## src/rtl/seq_shift_add_multiplier.sv

```systemverilog
// seq_shift_add_multiplier: iterative radix-2 shift-add multiplier, one multiplier bit per clock,
// unsigned or two's-complement per operation, with Start/Busy/Done handshake.
module seq_shift_add_multiplier #(
  parameter int SIZE = 16,
  localparam int CNT_W = $clog2(SIZE) + 1
) (
  input  logic              Clock,
  input  logic              Reset,
  input  logic              Start,
  input  logic              iSigned,
  input  logic [SIZE-1:0]   iA,
  input  logic [SIZE-1:0]   iB,
  output logic              Busy,
  output logic              Done,
  output logic [2*SIZE-1:0] Result
);
  typedef enum logic [1:0] {IDLE, RUN, FIX} state_t;
  state_t state_q, state_d;
  logic [SIZE-1:0]   mc_q, mc_d, mb_q, mb_d;
  logic [2*SIZE:0]   acc_q, acc_d;
  logic [CNT_W-1:0]  cnt_q, cnt_d;
  logic              sign_q, sign_d, done_q, done_d;
  logic [2*SIZE-1:0] res_q, res_d;
  logic [SIZE:0]     sum;
  // Magnitudes are multiplied unsigned; the sign is reapplied once in FIX.
  always_comb begin
    state_d = state_q;
    mc_d    = mc_q;
    mb_d    = mb_q;
    acc_d   = acc_q;
    cnt_d   = cnt_q;
    sign_d  = sign_q;
    res_d   = res_q;
    done_d  = 1'b0;
    sum     = acc_q[2*SIZE:SIZE] + (mb_q[0] ? {1'b0, mc_q} : '0);
    case (state_q)
      IDLE: if (Start) begin
        mc_d    = (iSigned & iA[SIZE-1]) ? -iA : iA;
        mb_d    = (iSigned & iB[SIZE-1]) ? -iB : iB;
        sign_d  = iSigned & (iA[SIZE-1] ^ iB[SIZE-1]);
        acc_d   = '0;
        cnt_d   = '0;
        state_d = RUN;
      end
      RUN: begin
        acc_d   = {sum, acc_q[SIZE-1:0]} >> 1;
        mb_d    = mb_q >> 1;
        cnt_d   = cnt_q + 1'b1;
        state_d = (cnt_q == CNT_W'(SIZE - 1)) ? FIX : RUN;
      end
      FIX: begin
        res_d   = sign_q ? -acc_q[2*SIZE-1:0] : acc_q[2*SIZE-1:0];
        done_d  = 1'b1;
        state_d = IDLE;
      end
      default: state_d = IDLE;
    endcase
  end
  always_ff @(posedge Clock) begin
    if (Reset) begin
      state_q <= IDLE;
      mc_q    <= '0;
      mb_q    <= '0;
      acc_q   <= '0;
      cnt_q   <= '0;
      sign_q  <= 1'b0;
      res_q   <= '0;
      done_q  <= 1'b0;
    end else begin
      state_q <= state_d;
      mc_q    <= mc_d;
      mb_q    <= mb_d;
      acc_q   <= acc_d;
      cnt_q   <= cnt_d;
      sign_q  <= sign_d;
      res_q   <= res_d;
      done_q  <= done_d;
    end
  end
  assign Busy   = state_q != IDLE;
  assign Done   = done_q;
  assign Result = res_q;
endmodule

```

## config.mk

```make
export PLATFORM = sky130hd
export DESIGN_NAME = seq_shift_add_multiplier
export DESIGN_NICKNAME = d
export VERILOG_FILES = /design/src/rtl/seq_shift_add_multiplier.sv
export SDC_FILE = /design/constraint.sdc
export NUM_CORES = 1
export LEC_CHECK = 0
export CAP_MARGIN = 20
export CORE_MARGIN = 2
export CORE_UTILIZATION = 57
export CTS_CLUSTER_SIZE = 12
export DETAILED_ROUTE_END_ITERATION = 6
export PLACE_DENSITY = 0.9
export SETUP_SLACK_MARGIN = 0.15
export SLEW_MARGIN = 0
export SYNTH_ARGS = -nofsm -noshare
export SYNTH_HDL_FRONTEND = slang
export SYNTH_SLANG_ARGS = --single-unit
```

## constraint.sdc

```tcl
create_clock -name Clock -period 2.9 [get_ports Clock]
set_input_delay 0.58 -clock Clock [delete_from_list [all_inputs] [get_ports Clock]]
set_output_delay 0.58 -clock Clock [all_outputs]
set_load 0.02 [all_outputs]
```

**Yosys cells after proc, flatten, opt, wreduce, memory -nomap -nowiden**

Index checks and enable logic that the tools add are counted.

- Register bits: 106
- Bits of input ports: 36
- Logic and storage cells: 40

- Add/subtract/negate cells: 5
- Equality and inequality tests: 4
- Muxes and demuxes: 14
- Bitwise gates (word level): 4
- Reductions and logical operators: 5

Operators with widths:

| operator | number |
|---|---|
| 33-bit case mux with 2 select lines | 1 |
| 16-bit 2-to-1 mux | 4 |
| 33-bit 2-to-1 mux | 1 |
| 32-bit 2-to-1 mux | 1 |
| 16-bit negation | 2 |
| 32-bit negation | 1 |
| 16-bit case mux with 2 select lines | 1 |
| 17-bit by 16-bit adder with 17-bit output | 1 |
| 5-bit case mux with 2 select lines | 1 |
| 5-bit by 1-bit adder with 5-bit output, second input constant | 1 |
| 5-bit by 4-bit equality test with 1-bit output, second input constant | 1 |
| 5-bit 2-to-1 mux | 1 |
| 2-bit 2-to-1 mux | 2 |
| 2-bit case mux with 2 select lines | 1 |
| 2-bit AND reduction | 2 |
| 2-bit nonzero test | 2 |
| 1-bit bitwise AND | 3 |
| 2-bit by 1-bit equality test with 1-bit output, second input constant | 1 |
| 2-bit equality test, second input constant | 1 |
| 2-bit zero test | 1 |
| 2-bit inequality test, second input constant | 1 |
| 1-bit 2-to-1 mux | 1 |
| 1-bit XOR | 1 |

**Depth between registers and ports, before layout**

Gate-level depths: netlist of run 1.

- Word-level depth: 4
- Gate-level depth with buffers: 10
- Mapped depth without buffers: 9

**Worst setup path after synthesis of run 1**

No wires, ideal clock.

- Path type: register to register
- Start point: reg mb_q[0]
- End point: reg acc_q[27]
- Library setup time: 0.117 ns
- Arrival: 2.326 ns
- Slack: 0.457 ns
- Stages on the path, launching flop included: 11
- Clock period less this slack: 2.443 ns
- Cell sequence: dfxtp_1 clkbuf_1 and2_1 ha_1 inv_1 fa_1 nor2b_1 o2111ai_1 a211oi_1 o21ai_0 a32o_1

- Cells in the longest elaborated chain, start to end: 3

Ends and longest elaborated chain:

| element | RTL line | source |
|---|---|---|
| start, declared | 19 | `logic [SIZE-1:0] mc_q, mc_d, mb_q, mb_d;` |
| start signal, assigned | 72 | `mb_q <= mb_d;` |
| 16-bit 2-to-1 mux | 35 | `sum = acc_q[2*SIZE:SIZE] + (mb_q[0] ? {1'b0, mc_q} : '0);` |
| 17-bit by 16-bit adder with 17-bit output | 35 |  |
| 33-bit case mux with 2 select lines | 36 | `case (state_q)` |
| end signal, assigned | 64 | `acc_q <= '0;` |
| end signal, assigned | 73 | `acc_q <= acc_d;` |
| end, declared | 20 | `logic [2*SIZE:0] acc_q, acc_d;` |

No other way between the ends.
A chain may end at the register's enable or synchronous reset.

**Final worst setup path of run 1**

Same ends and word-level chain as after synthesis.

==> impl_results.md, run 1 <==
- Run status: finished clean
- Ys Warns: 0
- DR vias: around 6000
- Period utilisation layout: 87.3%
- Post-CTS setup buffer count: 0
- Insertion delay to the later sink of the worst-skew pair: 0.38 ns
- TritonCTS clock tree: yes
- Sw Ratio: 29.4%
- Slew @ Worst Pin: between 0.7 and 0.8 ns
- H-tree Lvls: 3
- IO Pins: 70
- CP Max Fanout: 17
- Worst Clk Skew: 0.0161 ns
- IO Port Bufs: 69
- Root Buffer: clkbuf_8
- Die height: 108 um
- RSZ-0062 raised after global routing: false
- Largest net degree at the start of global routing: 41
- Critical path arrival: 2.81 ns
- Hold Buf Count CTS: 0
- Layout cell share with drive strength beyond 1: 6.93%
- Yosys reg bits: roughly 110
- Placed inst area: 6940 sq um
- Max clock buf depth: 2
- Layout Nets: 876
- Final hold vios: 0
- Data required, critical path: 3.18 ns
- Setup CP Type: reg -> reg
- Max IR drop VDD: 0.260 mV
- Worst Setup End Kind: register
- Prevailing post-synth register cell: dfxtp_1
- Leakage Power: 2.62 nW
- Max-slew headroom: about half
- FP Rows: 37
- Number of enable flip-flop cells after synthesis: 0
- Pwr dens: 392 nW/um^2
- Num CTS Buffers: 9
- Avg WL per Cell: 15.7 um
- Antenna-violating nets left: 0
- First-pass GRT wire length: around 25000 um
- Syn Inst Count: 769
- Slew Limit Fails: 0
- Slowest-stage cell, CP: dfxtp_2
- Power Internal: 1.98 mW
- Drt via density: 6.27
- GRT Util Overall: 26.0%
- Hold Path Class: reg -> reg
- Crit-path cells: and2_1, ha_1, inv_1, fa_1, nor2b_1, o2111ai_1, a211oi_1, o21ai_0, a32o_1
- Clock power share: about a third
- Mapped cell area: around 6000 sq um
- CP Launch Type: register
- CTS sink count: 105
- DRT Wirelength: 15000 um
- Sequential power share: 53.8%
- Syn avg cell area: 7.97 sq um
- Antenna Cells: 0
- Post-route DRC: 0
- Minimum clock period: 2.53 ns
- Combinational group share of total power: 13.5%
- Sequential area share after synthesis: between 30% and 40%
- Syn Nets: 827
- Synth async-reset ratio: 0%
- Die X: 108 um
- Clock Pin Slew Worst Setup and Hold Paths: 0.11 ns
- Resized Gates After CTS: 0
- Core ar.: between 10000 and 15000 sq um
- Initial DRC count: around 510
- P&R area growth vs syn: 16.6%
- Initial antenna violation count: 0
- Psw: 825 uW
- Gpl congestion: 0.914
- Full die area: around 12000 sq um
- Final instance area: ~7100 sq um
- TritonRoute pass-1 iters: 7
- Initial core utilization: around 59%
- Setup-failing EPs final: 0
- MaxCap Viol Count: 0
- Worst path max stage delay: 0.44 ns
- Post-synth cell types: 69
- Vias in the first global route: between 5000 and 6000
- Post-DP HPWL: roughly 11000 um
- Sum Neg Setup Slack: 0 ns
- Grt ovf: 0
- FMAX: 395 MHz
[sequential cells by signal, summed over array words and instances, names as in the netlist]
register and count:
Done 1, sign_q 1, state_q 2, acc_q 32, mc_q 16, Result 32
mb_q 16, cnt_q 5
[per-layer routing]
metal | up-vias | global-route usage [%] | routed length [um]
li1 | 2929 | - | -
met1 | 2825 | 33.6 | 6590
met2 | 246 | 44.4 | 7310
met3 | 16 | 3.21 | 964
met4 | 0 | 9.25 | 182
met5 | - | 0 | 0
[critical path: cells and delay by family (launching register included)]
kind	cells	cell delay, ns
AO/OA/AOI/OAI	4	1.01
adder cells (fa/ha/maj)	2	0.55
flip-flops	1	0.44
AND/OR/NAND/NOR	2	0.37
buffers and inverters	1	0.06
[metrics by stage]
stage	std cells	total power, mW	utilization [%]	hold WS [ns]	setup WS, ns
finish	959	2.80	68.9	0.455	0.367
global route	959	2.91	68.9	0.477	0.151
CTS	959	2.81	68.9	0.456	0.243
detailed placement	943	1.92	67.0	0.441	0.151
global placement	943	1.90	67.0	0.438	0.351
floorplan	769	1.77	-	0.427	0.457
[layout by cell type (no fill, tap or decap), drive strengths merged, types with 7 or more instances in the layout]
cell type / instances
or3: 11
a21o: 8
nand3: 43
nand4: 9
inv: 25
o31ai: 13
and2: 18
o21a: 7
nor3: 14
xor2: 28
a31oi: 15
or4: 10
a211o: 7
ha: 21
xnor2: 15
o21ai: 35
a211oi: 21
nor4: 10
buf: 21
nor2: 66
nand2: 77
nor3b: 7
dfxtp: 105
clkbuf: 9
a21oi: 64
clkdlybuf4s50: 68
a22oi: 10
[logic make-up after synthesis]
logic type,share of synthesized area [%]
multiplexers,0.837
AO/OA/AOI/OAI,25.4
buffers and inverters,4.57
flip-flops,34.3
XOR/XNOR,6.15
AND/OR/NAND/NOR,24.2
adder cells (fa/ha/maj),4.61
[cell usage after synthesis (11+ instances only)]
master	number	area, sq um
nand2_1	77	289
ha_1	21	263
nor2_1	65	244
dfxtp_1	105	2100
clkbuf_1	42	158
a211oi_1	21	158
a21oi_1	64	320
nor3_1	13	65.1
o21ai_0	26	130
and2_1	17	106
a31oi_1	15	93.8
xnor2_1	15	131
nand3_1	43	215
or3_1	11	68.8
xor2_1	28	245
inv_1	21	78.8
[final timing paths]
kind,endpoint,startpoint,slack (ns),cells past startpoint
worst max-delay path,acc_q[27],mb_q[0],0.37,9
worst max register to register,acc_q[27],mb_q[0],0.37,9
worst min register to register,Result[14],Result[14],0.46,2
worst min-delay path,Result[14],Result[14],0.46,2
[cell type report]
cell class / instances / area [sq um]
multi-input combinational: 592 / 3760
fill: 855 / 3220
sequential: 105 / 2100
timing repair buffer: 89 / 836
tap: 136 / 170
clock buffer: 9 / 124
clock inverter: 7 / 80.1
inverter: 21 / 78.8
[power groups by stage]
stage	registers (mW)	clock network, mW	logic, mW
6_report	1.51	0.915	0.379
5_1_grt	1.52	0.977	0.414
4_1_cts	1.51	0.929	0.374
3_5_place_dp	1.54	0	0.373
3_3_place_gp	1.54	0	0.355
2_1_floorplan	1.53	0	0.236
Power figures use the tool's default switching activity.
==> run 2: changes to the inputs <==
--- a/config.mk
+++ b/config.mk
@@ -5,12 +5,14 @@
 export SDC_FILE = /design/constraint.sdc
 export NUM_CORES = 1
 export LEC_CHECK = 0
+export ABC_AREA = 1
 export CAP_MARGIN = 20
 export CORE_MARGIN = 2
-export CORE_UTILIZATION = 57
+export CORE_UTILIZATION = 59
+export CTS_BUF_LIST = sky130_fd_sc_hd__clkbuf_8
 export CTS_CLUSTER_SIZE = 12
 export DETAILED_ROUTE_END_ITERATION = 6
-export PLACE_DENSITY = 0.9
+export PLACE_DENSITY = 0.92
 export SETUP_SLACK_MARGIN = 0.15
 export SLEW_MARGIN = 0
 export SYNTH_ARGS = -nofsm -noshare
==> constraint.sdc (replaced) <==
create_clock -name Clock -period 2.34 [get_ports Clock]
set_input_delay 0.468 -clock Clock [delete_from_list [all_inputs] [get_ports Clock]]
set_output_delay 0.468 -clock Clock [all_outputs]
set_load 0.02 [all_outputs]
==> run 2 against run 1 <==
Net effect: via count rose by 12%; clock skew barely moved; highest routed layer unchanged; wire length increased by 3.3%; area after synthesis increased by 7.7%; sequential power increased by 25%.
==> impl_results.md, run 2 <==
- Crit-path cells: inv_2, nand2_1, clkdlybuf4s50_1
- DRT Wirelength: 15500 um (+3.3%)
- TritonCTS clock tree: yes
- Syn avg cell area: 6.19 sq um (-22%)
- Sequential power share: 52.6% (-1.2 points)
- IO Port Bufs: 69 (unchanged)
- H-tree Lvls: 3 (unchanged)
- Avg WL per Cell: 12.2 um (-22%)
- FMAX: 495 MHz
- Synth async-reset ratio: 0% (unchanged)
- P&R area growth vs syn: 16.2%
- Sw Ratio: 28.4% (-0.99 points)
- Root Buffer: clkbuf_8
- Drt via density: 5.32 (-15%)
- CP Max Fanout: 2 (-15)
- Area contributors post-synth: dfxtp_1 (32%), nand2_1 (17%), inv_1 (8.3%)
- Max-slew headroom: 67.2% (+19 points)
- Full die area: 12000 sq um (+3.9%)
- Layout cell share with drive strength beyond 1: 6.80% (-0.12 points)
- Post-route DRC: 0 (unchanged)
- Antenna-violating nets left: 0 (unchanged)
- Layout Nets: 1185 (+35%)
- Period utilisation layout: 86.3%
- Ys Warns: 0 (unchanged)
- Final hold vios: 0 (unchanged)
- Pwr dens: 466 nW/um^2 (+19%)
- Max IR drop VDD: 0.370 mV (+42%)
- Clock power share: 33.6% (+1.0 points)
- Mapped cell area: 6600 sq um (+7.7%)
- Syn Nets: 1125 (+36%)
- Gpl congestion: 0.962 (+5.3%)
- Largest net degree at the start of global routing: 44 (+7.3%)
- Worst path max stage delay: 0.62 ns (+0.18 ns)
- Bufs and invs on worst path: 2 (+1)
- Slew @ Worst Pin: 0.491 ns (-0.285 ns)
- Initial core utilization: 60.6% (+1.5 points)
- CTS sink count: 105 (unchanged)
- Reg-to-reg slack, setup: 0.33 ns (-0.04 ns)
- IO Pins: 70 (unchanged)
- Max clock buf depth: 2 (unchanged)
- Slowest-stage cell, CP: clkdlybuf4s50_1
- First-pass GRT wire length: 26200 um (+4.9%)
- FP Rows: 38 (+2.7%)
- Setup CP Type: reg -> out
- CP Launch Type: register
- Die X: 110 um (+1.9%)
- Post-DP HPWL: 11700 um (+5.9%)
- Grt ovf: 0 (unchanged)
- Critical Path Stages: 3 (-6)
- Minimum clock period: 2.02 ns
- Number of enable flip-flop cells after synthesis: 0 (unchanged)
- Worst Setup End Kind: output pin
- Initial antenna violation count: 0 (unchanged)
- Synth top cells by count: nand2_1 (301), inv_1 (146), nor2_1 (127)
- RSZ-0062 raised after global routing: false
- Most frequent cells in the layout: nand2_1 (301), inv_1 (146), nor2_1 (127)
- Yosys reg bits: 105 (unchanged)
- MaxCap Viol Count: 0 (unchanged)
- RR Startpoint: mb_q[0]
- Post-synth cell types: 40 (-42%)
- Critical path arrival: 1.55 ns (-1.26 ns)
- Num CTS Buffers: 9 (unchanged)
- Psw: 1.02 mW (+23%)
- R2r endpoint: acc_q[25]
- Worst Clk Skew: 0.0163 ns (+0.000149 ns)
- Post-CTS setup buffer count: 0 (unchanged)
- Placed inst area: 7450 sq um (+7.3%)
- GRT Util Overall: 26.8% (+0.86 points)
- R2r worst-path depth: 13 (+4)
- Sequential area share after synthesis: 31.8% (-2.5 points)
- Top delay family on crit path: buffers and inverters
- Die height: 110 um (+1.9%)
- Slew Limit Fails: 0 (unchanged)
- TritonRoute pass-1 iters: 5 (-2)
- Prevailing post-synth register cell: dfxtp_1
- Data required, critical path: 1.87 ns (-1.31 ns)
- Syn Inst Count: 1067 (+39%)
- Synth top area share: 31.8% (-2.5 points)
- Combinational group share of total power: 13.8% (+0.3 points)
- Core ar.: 10900 sq um (+5.0%)
- Antenna Cells: 0 (unchanged)
- Vias in the first global route: 5870 (+5.4%)
- Hold Path Class: reg -> reg
- Power Internal: 2.56 mW (+29%)
- DR vias: 6766 (+12%)
- Area leader, netlist: dfxtp_1
- Leakage Power: 3.76 nW (+43%)
- Insertion delay to the later sink of the worst-skew pair: 0.37 ns (about the same)
- Clock Pin Slew Worst Setup and Hold Paths: 0.10 ns (about the same)
- Crit path launch: state_q[0]
- Setup-failing EPs final: 0 (unchanged)
- Run status: finished clean
- Final instance area: 7670 sq um (+7.2%)
- Commonest non-fill, non-tap cell in the layout: nand2_1
- Setup crit end: Busy
- Initial DRC count: 534 (+4.1%)
- Sum Neg Setup Slack: 0 ns (unchanged)
- Top-count cell post-synth: nand2_1
==> run 2: cell types whose count changed after synthesis, sizes merged, moves of 23 or more <==
| cell | before | now |
|---|---|---|
| nand2 | 77 | 306 |
| inv | 21 | 150 |
| nor2 | 66 | 139 |
| nand3 | 43 | 76 |
| o21ai | 35 | 63 |
| clkbuf | 42 | 16 |
| a21oi | 64 | 87 |
==> run 2: worst min-delay path by stage <==
stage	from	end	cells after the start
after floorplan	cnt_q[4]	cnt_q[4]	2
after global placement	cnt_q[4]	cnt_q[4]	2
after detailed placement	cnt_q[4]	cnt_q[4]	2
after CTS	cnt_q[4]	cnt_q[4]	2
after global routing	acc_q[0]	acc_q[0]	2
final	cnt_q[4]	cnt_q[4]	2
==> run 2: layout make-up <==
type / count / area (sq um)
fill: 922 / 3220
inverter: 150 / 563
multi-input combinational: 773 / 3760
clock inverter: 7 / 85.1
timing repair buffer: 88 / 857
clock buffer: 9 / 124
tap: 140 / 175
sequential: 105 / 2110
==> run 2: per-stage QoR <==
step | hold WS [ns] | setup slack, ns | power (mW) | util (%) | cells
after floorplan | 0.440 | 0.170 | 2.23 | - | 1067
after global placement | 0.447 | 0.175 | 2.39 | 68.4 | 1256
after detailed placement | 0.450 | 0.111 | 2.40 | 68.4 | 1256
after CTS | 0.466 | 0.267 | 3.58 | 70.3 | 1272
after global routing | 0.499 | 0.153 | 3.72 | 70.4 | 1272
final | 0.466 | 0.320 | 3.57 | 70.4 | 1272
==> run 2: power by group through the flow <==
stage	clock network (mW)	logic, mW	registers [mW]
after floorplan	0	0.324	1.90
after global placement	0	0.477	1.92
after detailed placement	0	0.486	1.92
after CTS	1.21	0.488	1.88
after global routing	1.28	0.552	1.89
final	1.20	0.492	1.88
==> run 2: worst min-delay path, delay by kind of cell, from the launching register on <==
| kind | cells | cell delay, ns |
|---|---|---|
| AND/OR/NAND/NOR | 1 | 0.06 |
| AO/OA/AOI/OAI | 1 | 0.05 |
| flip-flops | 1 | 0.32 |
==> run 2: cell families after synthesis <==
family	share of synthesized area, %
AND/OR/NAND/NOR	35.8
XOR/XNOR	1.59
buffers and inverters	11.3
adder cells (fa/ha/maj)	4.28
flip-flops	31.8
AO/OA/AOI/OAI	15.1
==> run 2: repair_timing <==
item	in CTS	in global routing
hold buffers	0	0
endpoints found under the hold margin	0	0
gates resized for setup	0	4
setup endpoints to repair	0	5
==> run 2: metal layers <==
layer	part of all wire, %	up-vias	global-route usage, %
li1	-	3513	-
met1	47	3016	36.1
met2	46	212	45.1
met3	5.7	25	3.56
met4	1.5	0	7.41
met5	0	-	0
==> run 3: changes to the inputs <==
--- a/config.mk
+++ b/config.mk
@@ -8,11 +8,11 @@
 export ABC_AREA = 1
 export CAP_MARGIN = 20
 export CORE_MARGIN = 2
-export CORE_UTILIZATION = 59
+export CORE_UTILIZATION = 30
 export CTS_BUF_LIST = sky130_fd_sc_hd__clkbuf_8
 export CTS_CLUSTER_SIZE = 12
 export DETAILED_ROUTE_END_ITERATION = 6
-export PLACE_DENSITY = 0.92
+export PLACE_DENSITY = 0.57
 export SETUP_SLACK_MARGIN = 0.15
 export SLEW_MARGIN = 0
 export SYNTH_ARGS = -nofsm -noshare
==> run 3 against run 2 <==
Net effect: largest power group unchanged; via count is 4.2% lower; sequential share of layout area shrank 0.69 points; clock power up 9%; register-to-register slack hardly changed; first-iteration DRC count decreased by 39%; cell area rose by 2.4%; maximum frequency is 1.0% higher; critical path depth up 7; core utilization down 34 points.
==> impl_results.md, run 3 (synthesized netlist as in run 2, its figures left out) <==
- Sum Neg Setup Slack: 0 ns (unchanged)
- Resized Gates After CTS: 0 (unchanged)
- Setup-failing EPs final: 0 (unchanged)
- R2r worst-path depth: 10 (-3)
- Max clock buf depth: 2 (unchanged)
- CP Max Fanout: 15 (+13)
- Finished Layout Cells: 1410 (+11%)
- Root Buffer: clkbuf_8
- Worst Setup End Kind: register
- Worst hold start: cnt_q[3]
- FP Rows: 54 (+42%)
- Place WS: 0.0818 ns (-0.0294 ns)
- MaxCap Viol Count: 0 (unchanged)
- Area taken by multi-input logic gates: 3770 sq um (+0.27%)
- Avg WL per Cell: 12.1 um (-1.1%)
- Core ar.: 21700 sq um (+99%)
- P&R area growth vs syn: 18.9%
- RSZ-0062 raised after global routing: true
- Crit-path cells: buf_4, nand2_1, inv_1, ha_1, or2_2, nand3_1, nand2_1, or2_2, nand3_1, a21oi_1
- Clock power share: 35.5% (+1.9 points)
- Period utilisation layout: 85.5% (-0.85 points)
- Max IR drop VDD: 0.206 mV (-44%)
- Worst path max stage delay: 0.37 ns (-0.25 ns)
- Final worst slack: 0.340 ns (+0.0199 ns)
- Sequential power share: 50.9% (-1.7 points)
- Max-slew headroom: 60.8% (-6.4 points)
- Post-DP HPWL: 12900 um (+10%)
- Insertion delay to the later sink of the worst-skew pair: 0.39 ns (+0.02 ns)
- Final instance area: 7850 sq um (+2.4%)
- Hold Crit Endpoint: cnt_q[3]
- Antenna-violating nets left: 0 (unchanged)
- R2r endpoint: acc_q[22]
- Post-CTS setup buffer count: 0 (unchanged)
- TritonRoute pass-1 iters: 5 (unchanged)
- Initial DRC count: 324 (-39%)
- Layout cell share with drive strength beyond 1: 6.46% (-0.34 points)
- H-tree Lvls: 3 (unchanged)
- Die X: 152 um (+39%)
- Hold Buf Count CTS: 0 (unchanged)
- Full die area: 23200 sq um (+93%)
- Power Internal: 2.65 mW (+3.6%)
- Initial antenna violation count: 0 (unchanged)
- Data required, critical path: 2.62 ns (+0.75 ns)
- Minimum clock period: 2.00 ns (-0.0199 ns)
- Num CTS Buffers: 9 (unchanged)
- DRT Wirelength: 17000 um (+9.7%)
- GRT Util Overall: 15.1% (-12 points)
- Setup CP Type: reg -> reg
- Gpl congestion: 0.878 (-8.8%)
- Combinational group share of total power: 13.5% (-0.3 points)
- FMAX: 500 MHz (+1.0%)
- Layout Nets: 1183 (-0.17%)
- Final hold vios: 0 (unchanged)
- Crit path launch: mb_q[0]
- Critical path arrival: 2.28 ns (+0.73 ns)
- DR vias: 6483 (-4.2%)
- First-pass GRT wire length: 29400 um (+12%)
- Run status: finished clean
- Slowest-stage cell, CP: dfxtp_1
- TritonCTS clock tree: yes
- Drt via density: 4.60 (-14%)
- Antenna Cells: 0 (unchanged)
- Initial core utilization: 30.4% (-30 points)
- Pwr dens: 469 nW/um^2 (+0.72%)
- IO Port Bufs: 69 (unchanged)
- Sw Ratio: 28.1% (-0.32 points)
- Bufs and invs on worst path: 2 (unchanged)
- Psw: 1.04 mW (+2.0%)
- Vias in the first global route: 6038 (+2.9%)
- Most frequent cells in the layout: nand2_1 (301), inv_1 (146), nor2_1 (127)
- Placed cells: 1394 (+11%)
- Register Area: 2100 sq um (-0.18%)
- Leakage Power: 3.77 nW (+0.27%)
- CP Launch Type: register
- Die height: 152 um (+39%)
- Hold Path Depth: 2 (unchanged)
- Reg-to-reg slack, setup: 0.34 ns (about the same)
- Placed inst area: 7610 sq um (+2.2%)
- Grt ovf: 0 (unchanged)
- Hold Path Class: reg -> reg
- Commonest non-fill, non-tap cell in the layout: nand2_1
- RR Startpoint: mb_q[0]
- Slew Limit Fails: 0 (unchanged)
- Worst Clk Skew: 0.00752 ns (-0.00874 ns)
- Post-route DRC: 0 (unchanged)
- Fill count: 2374 (+160%)
- Top delay family on crit path: simple AND/OR/NAND/NOR gates
- Largest net degree at the start of global routing: 59 (+34%)
- CTS sink count: 105 (unchanged)
- IO Pins: 70 (unchanged)
- Clock Pin Slew Worst Setup and Hold Paths: 0.10 ns (about the same)
- Slew @ Worst Pin: 0.589 ns (+0.0978 ns)
[run 3: metal layers]
metal  wire (um)  up-vias  global-route usage [%]
met2        7320      119                    23.4
met1        8900     2834                    21.9
met4         155        0                    3.52
li1            -     3519                       -
met3         672       11                    2.62
met5           0        -                       0
[run 3: worst min-delay path, cell delays in order (launching register included)]
cell,delay (ns)
dfxtp_1,0.32
nand2_1,0.06
a21oi_1,0.06
[run 3: power by group through the flow]
stage | Clock (mW) | Combinational (mW) | Sequential, mW
floorplan | 0 | 0.324 | 1.90
global placement | 0 | 0.501 | 1.91
detailed placement | 0 | 0.501 | 1.92
CTS | 1.37 | 0.503 | 1.88
global route | 1.41 | 0.565 | 1.88
finish | 1.31 | 0.499 | 1.87
[run 3: final cells by class]
type / count / share of cell area, %
multi-input combinational: 773 / 48.0
clock buffer: 9 / 1.58
timing repair buffer: 86 / 10.7
sequential: 105 / 26.8
clock inverter: 7 / 1.32
tap: 280 / 4.46
inverter: 150 / 7.17
[run 3: worst max path at each step]
stage                      endpoint  cells after the start  slack (ns)
after floorplan           acc_q[29]                     17        0.17
after global placement     mb_q[14]                      9        0.14
after detailed placement   mb_q[14]                      9        0.08
after CTS                      Busy                      3        0.18
after global routing      acc_q[25]                     12        0.14
final                     acc_q[22]                     10        0.34
[run 3: through the flow]
stage	hold slack, ns	power (mW)	util (%)
5_1_grt	0.503	3.86	36.2
3_3_place_gp	0.449	2.42	35.1
4_1_cts	0.452	3.74	36.2
2_1_floorplan	0.440	2.23	-
6_report	0.470	3.68	36.2
3_5_place_dp	0.454	2.42	35.1
